<file path="src/rtl/mem_port_arbiter_if.sv">
// Bundle between the pipeline's fetch/data ports, the arbiter, and the unified memory.
// The slave modport is the arbiter's view; the master modport is the pipeline/memory side.
interface mem_port_arbiter_if;
  logic        if_req;
  logic [31:0] if_addr;
  logic [31:0] if_rdata;
  logic        if_ready;
  logic        d_req;
  logic        d_we;
  logic [2:0]  d_funct3;
  logic [31:0] d_addr;
  logic [31:0] d_wdata;
  logic [31:0] d_rdata;
  logic        d_ready;
  logic        mem_en;
  logic        mem_we;
  logic [2:0]  mem_funct3;
  logic [31:0] mem_addr;
  logic [31:0] mem_wdata;
  logic [31:0] mem_rdata;
  logic        if_stall;
  logic        d_stall;

  modport slave (
    input  if_req, if_addr, d_req, d_we, d_funct3, d_addr, d_wdata, mem_rdata,
    output if_rdata, if_ready, d_rdata, d_ready,
    output mem_en, mem_we, mem_funct3, mem_addr, mem_wdata, if_stall, d_stall
  );

  modport master (
    output if_req, if_addr, d_req, d_we, d_funct3, d_addr, d_wdata, mem_rdata,
    input  if_rdata, if_ready, d_rdata, d_ready,
    input  mem_en, mem_we, mem_funct3, mem_addr, mem_wdata, if_stall, d_stall
  );
endinterface

</file>
<file path="src/rtl/mem_port_arbiter.sv">
// Non-preemptive fetch/data arbiter in front of a single fixed-latency memory.
// Data port wins ties; the port just served is masked during its ready cycle.
module mem_port_arbiter #(
  parameter int unsigned LAT = 2
) (
  input  logic               clk,
  input  logic               rst,
  mem_port_arbiter_if.slave  bus
);

  typedef enum logic [1:0] {
    S_IDLE = 2'd0,
    S_BUSY = 2'd1,
    S_DONE = 2'd2
  } state_t;

  localparam logic [3:0] LAST = 4'(LAT - 1);

  state_t      r_state;
  state_t      w_state_nxt;
  logic [3:0]  r_cnt;
  logic [3:0]  w_cnt_nxt;
  logic        r_owner_d;
  logic [31:0] r_addr;
  logic [2:0]  r_funct3;
  logic        r_we;
  logic [31:0] r_wdata;
  logic [31:0] r_if_rdata;
  logic [31:0] r_d_rdata;

  logic        w_grant;
  logic        w_grant_d;
  logic        w_capture;
  logic        w_mask_d;
  logic        w_mask_if;
  logic        w_busy;

  always_comb begin
    w_state_nxt = r_state;
    w_cnt_nxt   = r_cnt;
    w_grant     = 1'b0;
    w_grant_d   = 1'b0;
    w_capture   = 1'b0;
    w_mask_d    = (r_state == S_DONE) &&  r_owner_d;
    w_mask_if   = (r_state == S_DONE) && !r_owner_d;
    case (r_state)
      S_IDLE, S_DONE: begin
        if (bus.d_req && !w_mask_d) begin
          w_grant   = 1'b1;
          w_grant_d = 1'b1;
        end else if (bus.if_req && !w_mask_if) begin
          w_grant   = 1'b1;
        end
        w_state_nxt = w_grant ? S_BUSY : S_IDLE;
        w_cnt_nxt   = '0;
      end
      S_BUSY: begin
        if (r_cnt == LAST) begin
          w_capture   = 1'b1;
          w_state_nxt = S_DONE;
          w_cnt_nxt   = '0;
        end else begin
          w_cnt_nxt   = r_cnt + 4'd1;
        end
      end
      default: begin
        w_state_nxt = S_IDLE;
        w_cnt_nxt   = '0;
      end
    endcase
  end

  always_ff @(posedge clk or posedge rst) begin
    if (rst) begin
      r_state <= S_IDLE;
      r_cnt   <= '0;
    end else begin
      r_state <= w_state_nxt;
      r_cnt   <= w_cnt_nxt;
    end
  end

  // Command is latched only at grant, so requester changes while BUSY are ignored.
  always_ff @(posedge clk or posedge rst) begin
    if (rst) begin
      r_owner_d  <= 1'b0;
      r_addr     <= '0;
      r_funct3   <= '0;
      r_we       <= 1'b0;
      r_wdata    <= '0;
      r_if_rdata <= '0;
      r_d_rdata  <= '0;
    end else begin
      if (w_grant) begin
        r_owner_d <= w_grant_d;
        r_addr    <= w_grant_d ? bus.d_addr   : bus.if_addr;
        r_funct3  <= w_grant_d ? bus.d_funct3 : 3'b010;
        r_we      <= w_grant_d & bus.d_we;
        r_wdata   <= w_grant_d ? bus.d_wdata  : '0;
      end
      if (w_capture) begin
        if (r_owner_d) begin
          r_d_rdata  <= r_we ? '0 : bus.mem_rdata;
        end else begin
          r_if_rdata <= bus.mem_rdata;
        end
      end
    end
  end

  assign w_busy         = (r_state == S_BUSY);
  assign bus.mem_en     = w_busy;
  assign bus.mem_we     = w_busy && (r_cnt == '0) && r_we;
  assign bus.mem_addr   = w_busy ? r_addr   : '0;
  assign bus.mem_funct3 = w_busy ? r_funct3 : '0;
  assign bus.mem_wdata  = w_busy ? r_wdata  : '0;

  assign bus.if_ready   = (r_state == S_DONE) && !r_owner_d;
  assign bus.d_ready    = (r_state == S_DONE) &&  r_owner_d;
  assign bus.if_rdata   = r_if_rdata;
  assign bus.d_rdata    = r_d_rdata;

  assign bus.if_stall   = bus.if_req & ~bus.if_ready;
  assign bus.d_stall    = bus.d_req  & ~bus.d_ready;

endmodule

</file>
<file path="src/flat_wrapper.sv">
// flat-port wrapper written by rule: the top's interface ports become plain ports
module mem_port_arbiter_flat 
#(
  parameter int unsigned LAT = 2
)
  (clk, rst, bus_if_req, bus_if_addr, bus_d_req, bus_d_we, bus_d_funct3, bus_d_addr, bus_d_wdata, bus_mem_rdata, bus_if_rdata, bus_if_ready, bus_d_rdata, bus_d_ready, bus_mem_en, bus_mem_we, bus_mem_funct3, bus_mem_addr, bus_mem_wdata, bus_if_stall, bus_d_stall);
  mem_port_arbiter_if bus_i ();
  input  logic clk;
  input  logic rst;
  input wire logic [$bits(bus_i.if_req)-1:0] bus_if_req;
  input wire logic [$bits(bus_i.if_addr)-1:0] bus_if_addr;
  input wire logic [$bits(bus_i.d_req)-1:0] bus_d_req;
  input wire logic [$bits(bus_i.d_we)-1:0] bus_d_we;
  input wire logic [$bits(bus_i.d_funct3)-1:0] bus_d_funct3;
  input wire logic [$bits(bus_i.d_addr)-1:0] bus_d_addr;
  input wire logic [$bits(bus_i.d_wdata)-1:0] bus_d_wdata;
  input wire logic [$bits(bus_i.mem_rdata)-1:0] bus_mem_rdata;
  output wire logic [$bits(bus_i.if_rdata)-1:0] bus_if_rdata;
  output wire logic [$bits(bus_i.if_ready)-1:0] bus_if_ready;
  output wire logic [$bits(bus_i.d_rdata)-1:0] bus_d_rdata;
  output wire logic [$bits(bus_i.d_ready)-1:0] bus_d_ready;
  output wire logic [$bits(bus_i.mem_en)-1:0] bus_mem_en;
  output wire logic [$bits(bus_i.mem_we)-1:0] bus_mem_we;
  output wire logic [$bits(bus_i.mem_funct3)-1:0] bus_mem_funct3;
  output wire logic [$bits(bus_i.mem_addr)-1:0] bus_mem_addr;
  output wire logic [$bits(bus_i.mem_wdata)-1:0] bus_mem_wdata;
  output wire logic [$bits(bus_i.if_stall)-1:0] bus_if_stall;
  output wire logic [$bits(bus_i.d_stall)-1:0] bus_d_stall;
  assign bus_i.if_req = bus_if_req;
  assign bus_i.if_addr = bus_if_addr;
  assign bus_i.d_req = bus_d_req;
  assign bus_i.d_we = bus_d_we;
  assign bus_i.d_funct3 = bus_d_funct3;
  assign bus_i.d_addr = bus_d_addr;
  assign bus_i.d_wdata = bus_d_wdata;
  assign bus_i.mem_rdata = bus_mem_rdata;
  assign bus_if_rdata = bus_i.if_rdata;
  assign bus_if_ready = bus_i.if_ready;
  assign bus_d_rdata = bus_i.d_rdata;
  assign bus_d_ready = bus_i.d_ready;
  assign bus_mem_en = bus_i.mem_en;
  assign bus_mem_we = bus_i.mem_we;
  assign bus_mem_funct3 = bus_i.mem_funct3;
  assign bus_mem_addr = bus_i.mem_addr;
  assign bus_mem_wdata = bus_i.mem_wdata;
  assign bus_if_stall = bus_i.if_stall;
  assign bus_d_stall = bus_i.d_stall;
  mem_port_arbiter #(.LAT(LAT)) u_core (.clk(clk), .rst(rst), .bus(bus_i));
endmodule
</file>
<file path="config.mk">
export PLATFORM = sky130hd
export DESIGN_NAME = mem_port_arbiter_flat
export DESIGN_NICKNAME = d
export VERILOG_FILES = /design/src/rtl/mem_port_arbiter_if.sv /design/src/rtl/mem_port_arbiter.sv /design/src/flat_wrapper.sv
export SDC_FILE = /design/constraint.sdc
export NUM_CORES = 1
export LEC_CHECK = 0
export CAP_MARGIN = 20
export CORE_MARGIN = 8
export CORE_UTILIZATION = 38
export CTS_CLUSTER_SIZE = 24
export DETAILED_ROUTE_END_ITERATION = 6
export MAX_ROUTING_LAYER = met4
export PLACE_DENSITY = 0.86
export SETUP_SLACK_MARGIN = 0.15
export SLEW_MARGIN = 20
export SYNTH_ARGS = -nofsm -noshare
export SYNTH_HDL_FRONTEND = slang
export SYNTH_SLANG_ARGS = --single-unit
</file>
<file path="constraint.sdc">
create_clock -name clk -period 5 [get_ports clk]
set_clock_uncertainty 0.15 [all_clocks]
set_input_delay 1 -clock clk [delete_from_list [all_inputs] [get_ports clk]]
set_output_delay 1 -clock clk [all_outputs]
set_load 0.01 [all_outputs]
</file>
* Word level (Yosys, flattened, before mapping) *
Index checks and enable logic that the tools add are counted.

storage, ports and cells
  ROM bits = 0
  memory bits (writable) = 0
  logic and storage cells = 54
  bits in latches = 0
  memories kept = 0
  bits of input ports = 136
  output and inout bits = 137
  register bits = 139

operators by class
  muxes and demuxes = 20
  divide/modulo/power cells = 0
  multipliers = 0
  shift operators = 0
  add/subtract/negate cells = 1
  bitwise operators = 6
  equal/unequal tests = 4
  $lt $le $gt $ge = 0
  reductions and logical operators = 14

operator list
  kind                                                                    count
  32-bit 2-to-1 mux                                                       5
  1-bit 2-to-1 mux                                                        9
  4-bit 2-to-1 mux                                                        2
  1-bit logical AND                                                       6
  3-bit 2-to-1 mux                                                        2
  4-bit by 1-bit adder with 4-bit output (second input constant)          1
  4-bit by 1-bit equality test with 1-bit output (second input constant)  1
  4-bit logical NOT                                                       1
  2-bit case mux with 2 select lines                                      1
  2-bit AND reduction                                                     2
  1-bit AND                                                               3
  1-bit logical NOT                                                       3
  1-bit NOT                                                               3
  2-bit by 1-bit equality test with 1-bit output (second input constant)  1
  2-bit equality test (second input constant)                             1
  2-bit logical NOT                                                       1
  2-bit 2-to-1 mux                                                        1
  2-bit inequality test (second input constant)                           1
  2-bit OR reduction                                                      1

* Logic depth before layout (Yosys ltp) *
  word-level depth = 9
  gate-level depth with buffers = 7
  gate-level depth less buffers = 5

* Worst setup path after synthesis *
OpenSTA, ideal clock, no wires.

  path kind = flip-flop to output port
  start point = register u_core.r_state[1]
  end point = output port bus_mem_addr[0]
  slack = 2.532 ns
  required time = 3.850 ns
  path buffers = 2
  stages on the path, launching flop included = 6
  arrival = 1.318 ns
  path through = dfrtp_1 -> nand2b_1 -> inv_2 -> clkbuf_1 -> clkbuf_1 -> and2_1

on the way
  longest elaborated chain between the ends = 2

RTL lines
  element                                         RTL line                 text
  from (decl)                                     mem_port_arbiter.sv:19   state_t r_state;
  from (signal assigned)                          mem_port_arbiter.sv:78   r_state <= w_state_nxt;
  2-bit by 1-bit equality test with 1-bit output  mem_port_arbiter.sv:111  assign w_busy = (r_state == S_BUSY);
  32-bit 2-to-1 mux                               mem_port_arbiter.sv:114  assign bus.mem_addr = w_busy ? r_addr : '0;
  to (decl)                                       flat_wrapper.sv:25       output wire logic [$bits(bus_i.mem_addr)-1:0] bus_mem_addr;

No other way between the ends.

* Worst setup path after layout *
  start point = register u_core.r_state[1]
  end point = output port bus_mem_wdata[22]

on the way
  longest elaborated chain between the ends = 2

RTL lines
  element                                         RTL line                 text
  2-bit by 1-bit equality test with 1-bit output  mem_port_arbiter.sv:111
  32-bit 2-to-1 mux                               mem_port_arbiter.sv:116  assign bus.mem_wdata = w_busy ? r_wdata : '0;
  to (decl)                                       flat_wrapper.sv:26       output wire logic [$bits(bus_i.mem_wdata)-1:0] bus_mem_wdata;

No other way between the ends.

==> flow_metrics.tcl <==
set metrics [dict create \
    status "complete, no violations" \
    globalRoute.totalOverflow 0 \
    cts_tree "yes" \
    p_total_w 0.00596 \
    grt_pass1_wl_mm 28.4 \
    r2r_cells 5 \
    io_pins 273 \
    rrSetupSlack_ps 2020 \
    io_buffers 272 \
    start_util 0.383 \
    synth_top_area_cell "dfrtp_1" \
    first_global_vias 5280 \
    post-route-util 0.593 \
    cp.arrival_ps 2580 \
    power.leakage_nw 4.22 \
    path_clk_slew_ps 60 \
    rr_startpoint "u_core.r_state[1]$_DFFE_PP0P_" \
    post-route-min-period_ps 3730 \
    fin_crit_sh 0.746 \
    maxCapViolations 0 \
    post_cts.repair.setup_buffers 0 \
    avgSynthCellArea_sq_um 11.6 \
    crit_end "bus_mem_wdata[22]" \
    rows 47 \
    synth_top_area_frac 0.558 \
    worstSkewPairLatency_ps 410 \
    max_freq_mhz 268 \
    clock_path_buffers 2 \
    root_buffer "clkbuf_16" \
    ys_seq_area_frac 0.558 \
    finalSetupViolCount 0 \
    dr.pass1.iters 4 \
    r2r-end "u_core.bus.d_rdata[16]$_DFFE_PP0P_" \
    drt_iter0_drc 183 \
    die_x_um 144 \
    grt_start_max_net_pins 140 \
    fin_tns_setup_ps 0 \
    postRouteAntennaNets 0 \
    endpoint_kind "primary output" \
    antenna_cells 0 \
    rsz0062_at_grt "no" \
    cts-resized-gates 0 \
    fill_cells 1314 \
    gp_congestion 0.812 \
    ys_seq_elements 139 \
    synth_area_leaders "dfrtp_1 56%, mux2_4 7.2%, and2_1 6.7%" \
    clock_sinks 139 \
    synth_edf_count 0 \
    crit_required_ps 3850 \
    dpl_cell_area_sq_mm 0.00909 \
    ctsHtreeMaxLevel 4 \
    worst_pin_slew_ps 1040 \
    synth_nets 674 \
    grt_antenna_before_repair 0 \
    cts_hold_buf 0 \
    yosysWarnings 0 \
    via_per_inst 4.83 \
    vias 4961 \
    die_area_sq_mm 0.0208 \
    worstHoldPathType "reg2reg" \
    synthToLayoutAreaGrowth_pct 55.0 \
    drv_slew 0 \
    synthTopCellsByCount "139 x dfrtp_1, 67 x and2_1, 62 x o21ai_0, 37 x inv_1, 35 x a22o_1" \
    final_area_sq_mm 0.00966 \
    syn_area_sq_mm 0.00623 \
    cp_max_fo 69 \
    syn_inst 538 \
    startpoint_type "flop" \
    synth_flop_cell "dfrtp_1" \
    fp.coreArea_sq_mm 0.0163 \
    critPathKind "reg2out" \
    ys_types 30 \
    drc 0 \
    hold_violations 0 \
    final_nets 931 \
    async_flop_share 1.00 \
    fp.dieH_um 144 \
    final_layout_size_suffix_gt1_frac 0.0941 \
    power.density_mw_per_mm2 617 \
    wl_per_cell_um 17.9 \
    synth_most_common_cell "dfrtp_1" \
    dp_hpwl_mm 13.4 \
    startpoint "u_core.r_state[1]$_DFFE_PP0P_" \
    grt_util_all_layers 0.183 \
    vdd_ir_drop_max_uv 325 \
    slew_headroom 0.304 \
    cts_buffers 17 \
    wl_mm 18.4 \
]
worst min-delay path by stage:
stage                                  startpoint                             to  slack, ps  cells past startpoint
floorplan            u_core.r_addr[0]$_DFFE_PP0P_   u_core.r_addr[0]$_DFFE_PP0P_        290                      2
detailed placement  u_core.r_addr[15]$_DFFE_PP0P_  u_core.r_addr[15]$_DFFE_PP0P_        310                      2
CTS                 u_core.r_addr[15]$_DFFE_PP0P_  u_core.r_addr[15]$_DFFE_PP0P_        330                      2
global placement    u_core.r_addr[28]$_DFFE_PP0P_  u_core.r_addr[28]$_DFFE_PP0P_        300                      2
global route        u_core.r_addr[15]$_DFFE_PP0P_  u_core.r_addr[15]$_DFFE_PP0P_        340                      2
finish              u_core.r_addr[15]$_DFFE_PP0P_  u_core.r_addr[15]$_DFFE_PP0P_        320                      2
cell families (layout without fill, tap and decap cells):
group	Yosys count	in the layout	share of synthesized area
compound gates	104	104	0.107
xor+xnor	2	2	0.00281
buf+inv	76	346	0.0560
flops	139	139	0.558
mux	65	65	0.129
simple gates	152	152	0.147
per-stage QoR:
step                      hold WS, ps  cells  setup slack [ps]
after global routing              342   1028              1080
after CTS                         326   1028              1210
after detailed placement          313    996              1460
after floorplan                   292    538              2110
after global placement            303    996              1570
final                             320   1028              1270
registers in the layout, summed over array words and instances (netlist names):
name,count
u_core.r_we,1
u_core.bus.d_rdata,32
u_core.r_funct3,3
u_core.bus.if_rdata,32
u_core.r_state,2
u_core.r_addr,32
u_core.r_cnt,4
u_core.r_wdata,32
u_core.r_owner_d,1
cell usage in the layout (no fill, tap or decap), drive strengths merged:
cell type	count
and4b	1
a22o	35
o21ai	65
nand2b	2
nand2	34
inv	46
clkbuf	17
and3	3
a21boi	1
clkinvlp	4
mux2i	33
nand3	1
nor2b	2
buf	4
clkinv	2
nor2	8
and2	68
mux2	32
xor2	2
dfrtp	139
nand3b	32
nor4b	1
o221ai	1
bufinv	1
a22oi	1
o21bai	1
clkdlybuf4s50	272
critical path: stages (launching register included):
cell and delay (ps):
dfrtp_1 400, nand2b_1 240, inv_2 670, and2_1 230, clkdlybuf4s50_1 580
per-layer routing:
layer | part of all wire | GRT usage | vias up
met4 | 0.026 | 0.0714 | 0
li1 | - | - | 2343
met3 | 0.099 | 0.0650 | 33
met5 | 0 | - | -
met2 | 0.46 | 0.280 | 221
met1 | 0.41 | 0.218 | 2364
final cells by class:
cell class	instances	area, sq um	area share
clock inverters	15	153	0.0158
well taps	220	275	0.0285
clock buffers	17	425	0.0440
repair buffers	276	2770	0.286
flip-flops and latches	139	3480	0.360
multi-input cells	323	2420	0.251
inverters	38	146	0.0151
where the power goes:
part	internal (W)	switching, W
combinational	0.00157	0.00122
sequential	0.00165	0.000296
clock	0.000703	0.000522
total	0.00392	0.00204
No activity file was read; power rests on OpenSTA's default activity.
==> patch: new RTL, same flow settings <==
Re-encode `state_t` (3 states) as one-hot, 3 bits wide.
--- a/src/rtl/mem_port_arbiter.sv
+++ b/src/rtl/mem_port_arbiter.sv
@@ -10,6 +10,6 @@
 
-  typedef enum logic [1:0] {
-    S_IDLE = 2'd0,
-    S_BUSY = 2'd1,
-    S_DONE = 2'd2
+  typedef enum logic [2:0] {
+    S_IDLE = 3'b001,
+    S_BUSY = 3'b010,
+    S_DONE = 3'b100
   } state_t;
Function: same outputs for any inputs over 4 cycles, from zero or initial values and one cycle with rst high; so few cycles prove little.
==> patch against the unedited design <==
  * Sequential cell count rose by 1
  * Routed wire length is 6.5% higher
  * Worst setup slack worse by 0.098 ns
  * Global-route usage decreased by 0.76 points
  * Total power down 2.7%
  * Hold slack better by 0.014 ns
  * Synthesized cell count decreased by 1.5%
  * Area after synthesis increased by 9.6%
  * Final area rose by 5.8%
  * Largest cell class unchanged
  * Largest power group unchanged
==> patch: results (changes against the unedited design) <==
Outcome: finished, final reports clean
Hold path depth: 1 (-1)
Dpl cell area: 9670 µm² (+6.4%)
FF-to-FF End: u_core.bus.d_rdata[21]
Synth Area in Compound Gates: 14.1% (+3.3 points)
CP startpoint: u_core.r_state[2]
R2R Setup Slk: 2.00 ns (-0.02 ns)
Hold Crit Endpoint: u_core.bus.if_rdata[4]
Dpl ws: 1.51 ns (+0.0511 ns)
Initial DRC count: 202 (+10%)
Max FO, Critical Path: 30 (-57%)
First-pass GRT wire length: 30000 µm (+5.8%)
Fraction of layout cells with a size suffix above 1: 17.5% (+8.1 points)
Hold Crit Start: u_core.bus.if_rdata[4]
Sequential share of the synthesized area: 51.3% (-4.5 points)
Synth Net Count: 666 (-1.2%)
R2r startpoint: u_core.r_state[0]
HPWL after DPL: 14700 µm (+9.5%)
Worst EP arrival: 2.68 ns (+0.10 ns)
Most frequent cells after synthesis: 139 x dfrtp_1, 68 x and2_1, 66 x a22o_1
Worst Hold Slack: 0.334 ns (+0.0144 ns)
Tot GR Track Use: 17.5% (-0.76 points)
Via count: 5252 (+5.9%)
Number of global-route vias before repair: 5517 (+4.5%)
Top post-synthesis cells by area: dfrtp_1 51%, mux2_2 9.2%, a22o_1 8.5%, mux2_4 6.6%, and2_1 6.2%
CP peak stage delay: 0.57 ns (-0.10 ns)
Worst vdd ir: 303 µV (-6.8%)
==> patch: changes by cell type in the layout (fill, tap and decap cells not counted), moves of 5 or more <==
cell,delta
a221o_1,+32
a22o_1,+31
buf_4,+5
inv_1,-34
mux2_1,+9
mux2_2,+54
mux2i_1,-31
nand2_1,-28
nand3b_1,-32
nor2b_1,+32
nor3_1,+5
o21ai_0,-60
==> patch: logic make-up after synthesis <==
family | Yosys count
flip-flops | 140
multiplexers | 97
buffers and inverters | 48
XOR/XNOR | 2
AND/OR/NAND/NOR | 136
AO/OA/AOI/OAI | 107
==> patch: critical path: cells and delay by family, from the launching register on <==
kind / cells / cell delay, ns
buffers and inverters: 4 / 1.48
flip-flops: 1 / 0.46
AND/OR/NAND/NOR: 2 / 0.30
==> patch: where the power goes <==
group	internal, mW	switching, mW
Clock	0.652	0.541
Combinational	1.56	1.05
Sequential	1.68	0.314
==> patch: final cells by class <==
cell class,instances,area [µm²]
Tap cell,229,287
Clock buffer,18,429
Timing Repair Buffer,281,2800
Multi-Input combinational cell,342,3060
Clock inverter,14,123
Fill cell,1455,7560
Sequential cell,140,3500
Inverter,5,22.5
==> patch: per-layer routing <==
metal | wire (µm) | vias up | global-route usage, %
met5 | 0 | - | -
met4 | 191 | 0 | 3.60
met3 | 2130 | 12 | 8.00
met2 | 9080 | 218 | 27.2
met1 | 8190 | 2573 | 20.7
li1 | - | 2449 | -
==> patch: worst max path at each step <==
stage | endpoint | cells past startpoint
3_5_place_dp | bus_d_stall | 3
6_report | bus_mem_addr[1] | 6
3_3_place_gp | bus_d_stall | 3
2_1_floorplan | u_core.bus.d_rdata[0] | 1
4_1_cts | bus_mem_addr[28] | 6
5_1_grt | bus_mem_addr[1] | 6
